## src/rtl/mem_port_arbiter.sv

```systemverilog
// mem_port_arbiter
// Two-port round-robin arbiter in front of a single-port, fixed-latency memory.
// The instruction-fetch (IF) and load/store (DM) ports each raise a request
// level. One transaction is in flight at a time. The winner is issued to the
// memory, the fixed read latency is counted down, and a one-cycle done pulse
// with captured read data is returned to the port that owns the transaction.
//
// state | meaning
// IDLE  | sample if_req/dm_req, issue the winner on this edge
// WAIT  | count memory latency down from MEM_LAT
// RESP  | mem_rdata valid; capture it (reads) and pulse done at the closing edge

module mem_port_arbiter #(
  parameter int ADDR_W  = 64,
  parameter int DATA_W  = 64,
  parameter int MEM_LAT = 2
) (
  input  logic              clk,
  input  logic              rst,

  input  logic              if_req,
  input  logic              if_we,
  input  logic [ADDR_W-1:0] if_addr,
  input  logic [DATA_W-1:0] if_wdata,
  output logic              if_gnt,
  output logic              if_done,
  output logic [DATA_W-1:0] if_rdata,

  input  logic              dm_req,
  input  logic              dm_we,
  input  logic [ADDR_W-1:0] dm_addr,
  input  logic [DATA_W-1:0] dm_wdata,
  output logic              dm_gnt,
  output logic              dm_done,
  output logic [DATA_W-1:0] dm_rdata,

  output logic              mem_en,
  output logic              mem_we,
  output logic [ADDR_W-1:0] mem_addr,
  output logic [DATA_W-1:0] mem_wdata,
  input  logic [DATA_W-1:0] mem_rdata,

  output logic              busy
);

  localparam logic [1:0] ST_IDLE = 2'd0;
  localparam logic [1:0] ST_WAIT = 2'd1;
  localparam logic [1:0] ST_RESP = 2'd2;

  // Counter reload; MEM_LAT is limited to 1..15 so it fits the 4-bit counter.
  localparam logic [3:0] LAT_LOAD = 4'(MEM_LAT);

  logic [1:0] state;
  logic [3:0] cnt;
  logic       prio_dm;   // 1: DM wins the next tie
  logic       owner_dm;  // 1: outstanding transaction belongs to DM
  logic       issue;
  logic       pick_dm;

  // Winner selection in IDLE: a lone requester wins, a tie goes to prio_dm.
  always_comb begin
    issue   = 1'b0;
    pick_dm = 1'b0;
    if (state == ST_IDLE) begin
      issue   = if_req | dm_req;
      pick_dm = dm_req & (~if_req | prio_dm);
    end
  end

  // Sequencing FSM: latency countdown, ownership and round-robin pointer.
  always_ff @(posedge clk or posedge rst) begin
    if (rst) begin
      state    <= ST_IDLE;
      cnt      <= 4'd0;
      busy     <= 1'b0;
      owner_dm <= 1'b0;
      prio_dm  <= 1'b1;
    end else begin
      case (state)
        ST_IDLE: begin
          if (issue) begin
            state    <= ST_WAIT;
            cnt      <= LAT_LOAD;
            busy     <= 1'b1;
            owner_dm <= pick_dm;
            prio_dm  <= ~pick_dm;
          end
        end
        ST_WAIT: begin
          cnt <= cnt - 4'd1;
          if (cnt == 4'd1) begin
            state <= ST_RESP;
          end
        end
        ST_RESP: begin
          state <= ST_IDLE;
          busy  <= 1'b0;
        end
        default: begin
          state <= ST_IDLE;
          cnt   <= 4'd0;
          busy  <= 1'b0;
        end
      endcase
    end
  end

  // Memory-side port: single-cycle strobe, attributes held until done.
  always_ff @(posedge clk or posedge rst) begin
    if (rst) begin
      mem_en    <= 1'b0;
      mem_we    <= 1'b0;
      mem_addr  <= '0;
      mem_wdata <= '0;
    end else begin
      mem_en <= issue;
      if (issue) begin
        mem_we    <= pick_dm ? dm_we    : if_we;
        mem_addr  <= pick_dm ? dm_addr  : if_addr;
        mem_wdata <= pick_dm ? dm_wdata : if_wdata;
      end else if (state == ST_RESP) begin
        mem_we <= 1'b0;
      end
    end
  end

  // Grant pulses, one cycle, in the issue cycle.
  always_ff @(posedge clk or posedge rst) begin
    if (rst) begin
      if_gnt <= 1'b0;
      dm_gnt <= 1'b0;
    end else begin
      if_gnt <= issue & ~pick_dm;
      dm_gnt <= issue & pick_dm;
    end
  end

  // Completion: done pulse to the owner and read-data capture for reads only.
  always_ff @(posedge clk or posedge rst) begin
    if (rst) begin
      if_done  <= 1'b0;
      dm_done  <= 1'b0;
      if_rdata <= '0;
      dm_rdata <= '0;
    end else begin
      if_done <= (state == ST_RESP) & ~owner_dm;
      dm_done <= (state == ST_RESP) & owner_dm;
      if ((state == ST_RESP) && !mem_we) begin
        if (owner_dm) begin
          dm_rdata <= mem_rdata;
        end else begin
          if_rdata <= mem_rdata;
        end
      end
    end
  end

endmodule

```

## config.mk

```make
export PLATFORM = sky130hd
export DESIGN_NAME = mem_port_arbiter
export DESIGN_NICKNAME = d
export VERILOG_FILES = /design/src/rtl/mem_port_arbiter.sv
export SDC_FILE = /design/constraint.sdc
export NUM_CORES = 1
export LEC_CHECK = 0
export ABC_CLOCK_PERIOD_IN_PS = 7800
export CORE_AREA = 2 2 228 230
export CTS_BUF_LIST = sky130_fd_sc_hd__clkbuf_2
export CTS_CLUSTER_SIZE = 40
export DETAILED_ROUTE_END_ITERATION = 8
export DIE_AREA = 0 0 230 232
export GPL_ROUTABILITY_DRIVEN = 0
export RECOVER_POWER = 25
export SLEW_MARGIN = 20
export SYNTH_ARGS = -nofsm -noshare
export SYNTH_HDL_FRONTEND = slang
export SYNTH_SLANG_ARGS = --single-unit
```

## constraint.sdc

```tcl
create_clock -name clk -period 7.8 [get_ports clk]
set_input_delay 0.78 -clock clk [delete_from_list [all_inputs] [get_ports clk]]
set_output_delay 0.78 -clock clk [all_outputs]
set_load 0.1 [all_outputs]
```

* Word level (Yosys, flattened, before mapping)
Index checks and enable logic that the tools add are counted.
Storage, ports and cells: flip-flop bits (word level) 271, bits of input ports 326
Operators by class: multiplexer cells 14, reductions and logical operators 10, $add $sub $neg 1, eq/ne operators 5, bitwise gates (word level) 12
Operators with widths (count):
- 64-bit two-way mux | 2
- 4-bit one-hot mux with 3 select lines | 1
- 2-bit AND reduction | 6
- 1-bit two-way mux | 6
- 1-bit AND | 5
- 1-bit inverter | 5
- 4-bit by 1-bit equality test with 1-bit output, second input constant | 1
- 2-bit two-way mux | 2
- 4-bit two-way mux | 1
- 2-bit != test, second input constant | 2
- 2-bit one-hot mux with 2 select lines | 1
- 4-bit by 1-bit subtractor with 4-bit output, second input constant | 1
- 2-bit by 1-bit equality test with 1-bit output, second input constant | 1
- 2-bit equality test, second input constant | 1
- 2-bit zero test | 1
- 1-bit OR | 2
- 1-bit one-hot mux with 2 select lines | 1
- 2-bit nonzero test | 1
- 1-bit logical AND | 1
- 1-bit zero test | 1

* Longest topological paths before layout
Gate-level depths: netlist of the first run.
word-level depth 6, gate-level depth with buffers 7, depth with buffers taken out 4

* Least setup slack after synthesis of the first run
OpenSTA, ideal clock, no wires.
path kind register -> register, from reg mem_we, to reg if_rdata[15], required time 7.675 ns, slack 5.876 ns, clock period less this slack 1.924 ns, arrival 1.798 ns, setup time 0.125 ns, cell stages (with the launch flop) 4, buffers on the path 1, path through dfrtp_1 -> nor3_4 -> buf_4 -> mux2_2
On the way: cells in the longest elaborated chain, start to end 3
Ends and longest elaborated chain:
- start: declaration | RTL line 38 | output logic mem_we,
- start signal: assignment | RTL line 118 | mem_we <= pick_dm ? dm_we : if_we;
- 1-bit zero test | RTL line 148 | if ((state == ST_RESP) && !mem_we) begin
- 1-bit logical AND | RTL line 148
- 2-bit AND reduction (no line)
- end signal: assignment | RTL line 152 | if_rdata <= mem_rdata;
- end: declaration | RTL line 27 | output logic [DATA_W-1:0] if_rdata,
No other way between the ends. A chain may end at the register's enable or synchronous reset.

==> flow_metrics.py, run 1 <==
metrics = {
    "sta": {
        "rsz0062_at_grt": "no",
        "finClkSkew_ns": 0.0888,
        "hold_violations": 0,
        "max_slew_margin_pct": -131,
        "finalSetupViolCount": 0,
        "worst_slew_pin_slew_ns": 3.47,
        "fmax_mhz": 210,
        "setup_tns_ns": 0,
        "post-route-period-util_pct": 61.1,
        "maxSlewViolCount": 139,
        "period_needed_ns": 4.77,
    },
    "synth": {
        "synth_top_area_share_pct": 61.7,
        "synth_common_cells": "dfrtp_1 (270), and3_1 (130), a221o_1 (128), mux2_2 (112), clkbuf_1 (32)",
        "synthCells": 772,
        "async_flop_share_pct": 100,
        "syn-mean-instance-area_sq_um": 14.2,
        "ys_seq_area_share_pct": 62.0,
        "synth_compound_gate_area_share_pct": 12.4,
        "synth_fp_nets": 1100,
        "synth_xor_area_share_pct": 0.160,
        "synth-edff-count": 0,
        "yosysMostFrequentCell": "dfrtp_1",
        "synth_ff_type": "dfrtp_1",
        "yosys.area.top_type": "dfrtp_1",
        "synth_area_leaders": "dfrtp_1 (62%), a221o_1 (12%), mux2_2 (12%)",
        "ys_ff_latch": 271,
        "synthAdderAreaFrac_pct": 0.229,
        "synth-warning-count": 0,
        "syn-cell-area_sq_mm": 0.0109,
        "synth_cell_types": 31,
        "synth-simple-area-share_pct": 8.72,
        "muxShareOfSynthArea_pct": 13.2,
        "synth_top_family_by_area": "multiplexers",
    },
    "run_status": {
        "violations": "max-capacitance violations, max-slew violations",
        "status": "finished, violations left",
    },
    "worst_setup_path": {
        "worstPathRequired_ns": 8.05,
        "crit_buf_inv": 3,
        "path_class": "in2async",
        "cp_max_fo": 64,
        "r2r-start": "state[0]$_DFFE_PP0P_",
        "critical_path.top_delay_family": "buffers and inverters",
        "r2r_slack_ns": 3.57,
        "worst_path_max_delay_cell": "clkbuf_1",
        "cpPeakStageDelay_ns": 2.50,
        "worstSetupStartpointType": "input port",
        "crit_chain": "dlygate4sd3_1 -> clkinvlp_2 -> clkbuf_1",
        "cp-startpoint": "rst",
        "cp_data_arrival_time_ns": 5.02,
        "end_kind": "asynchronous set/reset pin",
    },
    "final_layout": {
        "drive_gt1_share_pct": 18.0,
        "syn_to_final_growth_pct": 65.8,
        "n_fill_cell": 5048,
        "nNetsFinal": 1703,
    },
    "floorplan": {
        "core_area_sq_mm": 0.0509,
        "fp-row-count": 83,
        "dieArea_sq_mm": 0.0534,
        "die_w_microns": 230,
        "pin_count": 589,
        "initial_core_util_pct": 21.5,
        "die_h_microns": 232,
    },
    "clocking": {
        "cts_sinks": 271,
        "clk_latency_ns": 0.97,
        "cts-resized-gates": 0,
        "root_buffer": "clkbuf_2",
        "postCtsSetupBuffers": 0,
        "clkTransAtPathRegs_ns": 0.10,
        "cts_tree": "done",
        "clockBufferDepth": 3,
        "cts_buffers": 75,
        "cts.hold.buffers_added": 0,
        "htreeDepth": 3,
    },
    "global_routing": {
        "grt_pass1_wl_mm": 62.5,
        "antenna_found_initial": 7,
        "grt_pass1_vias": 9870,
        "overflow": 0,
        "grt_max_degree": 170,
        "groute.usage.overall_pct": 15.7,
    },
    "route": {
        "drtIter0Drc": 365,
        "via_per_inst": 4.42,
        "drtPass1Iterations": 4,
        "detail-route-antenna-nets": 0,
        "drc": 0,
        "finalWirelength_mm": 42.8,
        "vias": 9319,
        "wl_per_cell_microns": 20.3,
    },
    "min_path": {
        "hold_class": "in2reg",
        "holdCritStartpoint": "dm_wdata[24]",
    },
    "flow_run": {
        "maxCapViolCount": 3,
    },
    "placement": {
        "io_buffers": 588,
        "place_hpwl_mm": 31.6,
    },
}
==> per-layer routing <==
| layer | vias up | routed length, microns | track usage [%] |
|---|---|---|---|
| met4 | 6 | 1900 | 8.67 |
| met2 | 492 | 20300 | 25.5 |
| li1 | 4222 | - | - |
| met5 | - | 41 | 0 |
| met3 | 84 | 4510 | 6.18 |
| met1 | 4515 | 16100 | 17.6 |
==> registers in the layout, indices dropped and copies added, names as in the netlist, 2 cells and up <==
| register | count |
|---|---|
| dm_rdata | 64 |
| cnt | 4 |
| if_rdata | 64 |
| state | 2 |
| mem_wdata | 64 |
| mem_addr | 64 |
==> path summary, 6_finish.rpt <==
path / depth (start not counted) / end
max: 3 / mem_wdata[12]$_DFFE_PP0P_
max in group clk: 4 / mem_wdata[60]$_DFFE_PP0P_
max reg2reg: 4 / mem_wdata[60]$_DFFE_PP0P_
min reg2reg: 1 / if_rdata[33]$_DFFE_PP0P_
min: 2 / mem_wdata[24]$_DFFE_PP0P_
min in group asynchronous: 2 / mem_addr[48]$_DFFE_PP0P_
==> cells by family after synthesis <==
| logic type | after synthesis |
|---|---|
| muxes | 128 |
| buffers and inverters | 76 |
| adders and majority gates | 2 |
| DFF | 271 |
| AOI/OAI and AO/OA | 140 |
| and+or+nand+nor | 153 |
| xor gates and xnor gates | 2 |
==> placed cells by master (no fill, tap or decap), drive strengths merged <==
master	Yosys	routed
clkbuf	32	107
o31a	1	1
or2	1	1
dfstp	1	1
and2	1	1
ha	2	2
diode	0	3
nand3b	1	1
nand2	3	3
and3b	1	1
inv	5	6
nor3	3	3
a221o	128	128
nand2b	4	4
nor2	4	4
mux2	128	128
a21oi	2	2
a21boi	1	1
o32a	1	1
dlygate4sd3	0	1
clkdlybuf4s50	0	573
dfrtp	270	270
o21bai	1	1
buf	39	22
clkinvlp	0	2
clkinv	0	14
o22ai	2	2
xnor2	2	2
o21ai	4	4
and3	130	130
bufinv	0	3
nor2b	4	4
nor3b	1	1
==> through the flow <==
stage               cells  instance area, sq um  worst slack [ns]  hold WS (ns)  utilization [%]
floorplan             772                 10900              3.44         0.495                -
CTS                  2103                 18100              4.06         0.131             35.6
global route         2106                 18100              2.12         0.270             35.6
finish               2107                 18100              3.03         0.416             35.6
global placement     1977                 17400              4.46         0.468             34.2
detailed placement   1977                 17400              4.42         0.476             34.2
==> cell type report <==
type                       count  area [sq um]  share of cell area (%)
antenna                        3          7.51                  0.0414
timing repair buffer         597          5950                    32.8
clock buffer                 106           531                    2.92
sequential                   271          6780                    37.4
clock inverter                20           175                   0.966
tap                          680           851                    4.69
inverter                       5          20.0                   0.110
multi-input combinational    425          3820                    21.1
Power of run 1 is not shown: default switching activity piles up to over one toggle a cycle in this logic, so the estimate is an artifact.
==> inputs of run 2 (changes only) <==
ABC_CLOCK_PERIOD_IN_PS = 4000   (was 7800)
clock period = 4 ns   (was 7.8 ns; I/O delays follow)
==> flow_metrics.py, run 2 (same netlist as run 1, synthesis figures left out) <==
metrics = {
    "worst_setup_path": {
        "end_kind": "output port",
        "crit_chain": "clkdlybuf4s50_1",
        "cp_data_arrival_time_ns": 2.66,
        "cpPeakStageDelay_ns": 1.24,
        "r2r_cells": 5,
        "r2r_slack_ns": 1.26,
        "worst_path_max_delay_cell": "clkdlybuf4s50_1",
        "critical_path.top_delay_family": "buffers and inverters",
        "worstSetupStartpointType": "flop",
        "worstPathRequired_ns": 3.60,
        "cp_max_fo": 4,
        "cp-startpoint": "mem_we$_DFFE_PP0P_",
        "r2r_end": "mem_addr[17]$_DFFE_PP0P_",
        "r2r-start": "state[0]$_DFFE_PP0P_",
        "crit_buf_inv": 1,
        "path_class": "reg2out",
    },
    "placement": {
        "io_buffers": 588,
        "place_hpwl_mm": 31.0,
        "dp_slack_ns": 1.47,
        "dp.cells": 1985,
    },
    "floorplan": {
        "die_h_microns": 232,
        "dieArea_sq_mm": 0.0534,
        "core_area_sq_mm": 0.0509,
        "pin_count": 589,
        "die_w_microns": 230,
        "fp-row-count": 83,
        "initial_core_util_pct": 21.5,
    },
    "route": {
        "drtPass1Iterations": 5,
        "wl_per_cell_microns": 18.8,
        "via_per_inst": 4.39,
        "drtIter0Drc": 404,
        "detail-route-antenna-nets": 0,
        "drc": 0,
        "finalWirelength_mm": 45.0,
        "vias": 10466,
    },
    "sta": {
        "rsz0062_at_grt": "no",
        "fmax_mhz": 326,
        "period_needed_ns": 3.06,
        "post-route-period-util_pct": 76.6,
        "setup_ws_ns": 0.936,
        "hold_violations": 0,
        "worst_slew_pin_slew_ns": 1.78,
        "max_slew_margin_pct": -18.8,
        "maxSlewViolCount": 126,
        "finalSetupViolCount": 0,
        "setup_tns_ns": 0,
        "finClkSkew_ns": 0.0860,
    },
    "global_routing": {
        "antenna_found_initial": 6,
        "grt_pass1_vias": 11294,
        "grt_pass1_wl_mm": 67.5,
        "groute.usage.overall_pct": 16.5,
        "overflow": 0,
        "grt_max_degree": 133,
    },
    "clocking": {
        "cts_tree": "done",
        "clkTransAtPathRegs_ns": 0.09,
        "clk_latency_ns": 0.96,
        "cts_buffers": 74,
        "cts-resized-gates": 0,
        "clockBufferDepth": 3,
        "root_buffer": "clkbuf_2",
        "cts_sinks": 271,
        "htreeDepth": 3,
    },
    "final_layout": {
        "nNetsFinal": 1983,
        "syn_to_final_growth_pct": 91.0,
        "layout.cells.non_filler": 2386,
        "final_common_cell": "clkdlybuf4s50_1",
        "final_cell_mix": "clkdlybuf4s50_1 (575), dlygate4sd3_1 (275), dfrtp_1 (270)",
        "drive_gt1_share_pct": 15.6,
    },
    "run_status": {
        "violations": "max-capacitance violations, max-slew violations",
        "status": "finished, violations left",
    },
    "min_path": {
        "holdCritStartpoint": "if_wdata[27]",
        "worstHoldEndpoint": "mem_wdata[27]$_DFFE_PP0P_",
        "hold_class": "in2reg",
        "whs_path_depth": 3,
    },
    "flow_run": {
        "maxCapViolCount": 1,
    },
}
[run 2: cell count changes in the layout (fill, tap and decap cells not counted), sizes merged]
cell           previous run  this run
dlygate4sd3               1       275
clkbuf                  107       113
clkinv                   14         9
buf                      22        26
bufinv                    3         0
clkdlybuf4s50           573       575
inv                       6         7
[run 2: timing repair]
| item | in CTS | in global routing |
|---|---|---|
| setup buffers | 0 | 0 |
| endpoints found under the hold margin | 280 | 0 |
| hold buffers | 274 | 0 |
[run 2: worst max path at each step]
stage	endpoint	slack, ns	depth (start not counted)
global placement	mem_addr[3]$_DFFE_PP0P_	1.51	5
detailed placement	mem_wdata[40]$_DFFE_PP0P_	1.47	5
global route	mem_we	0.71	1
floorplan	busy$_DFFE_PP0P_	0.02	1
CTS	mem_we	0.71	1
finish	mem_we	0.94	1
[run 2: area by class of cell]
type / count / area, sq um
Clock inverter: 13 / 58.8
Timing Repair Buffer: 878 / 8790
Clock buffer: 111 / 556
Tap cell: 680 / 851
Multi-Input combinational cell: 425 / 3830
Antenna cell: 3 / 7.51
Sequential cell: 271 / 6780
Fill cell: 4820 / 30000
Inverter: 5 / 20.0
[run 2: per-layer routing]
layer | track usage (%) | vias to the layer above | share of wire, %
met5 | 0 | - | 0.10
met4 | 7.14 | 6 | 3.1
li1 | - | 4777 | -
met2 | 28.1 | 503 | 49
met1 | 18.8 | 5103 | 39
met3 | 5.84 | 77 | 8.8
[run 2: metrics by stage]
| stage | cell area (sq um) | utilization (%) | hold slack [ns] |
|---|---|---|---|
| after floorplan | 10900 | - | 0.495 |
| after global placement | 17600 | 34.5 | 0.469 |
| after detailed placement | 17600 | 34.5 | 0.474 |
| after CTS | 20900 | 41.1 | 0.000259 |
| after global routing | 20900 | 41.1 | 0.0585 |
| final | 20900 | 41.1 | 0.199 |
Power of run 2 is left out for the same reason.
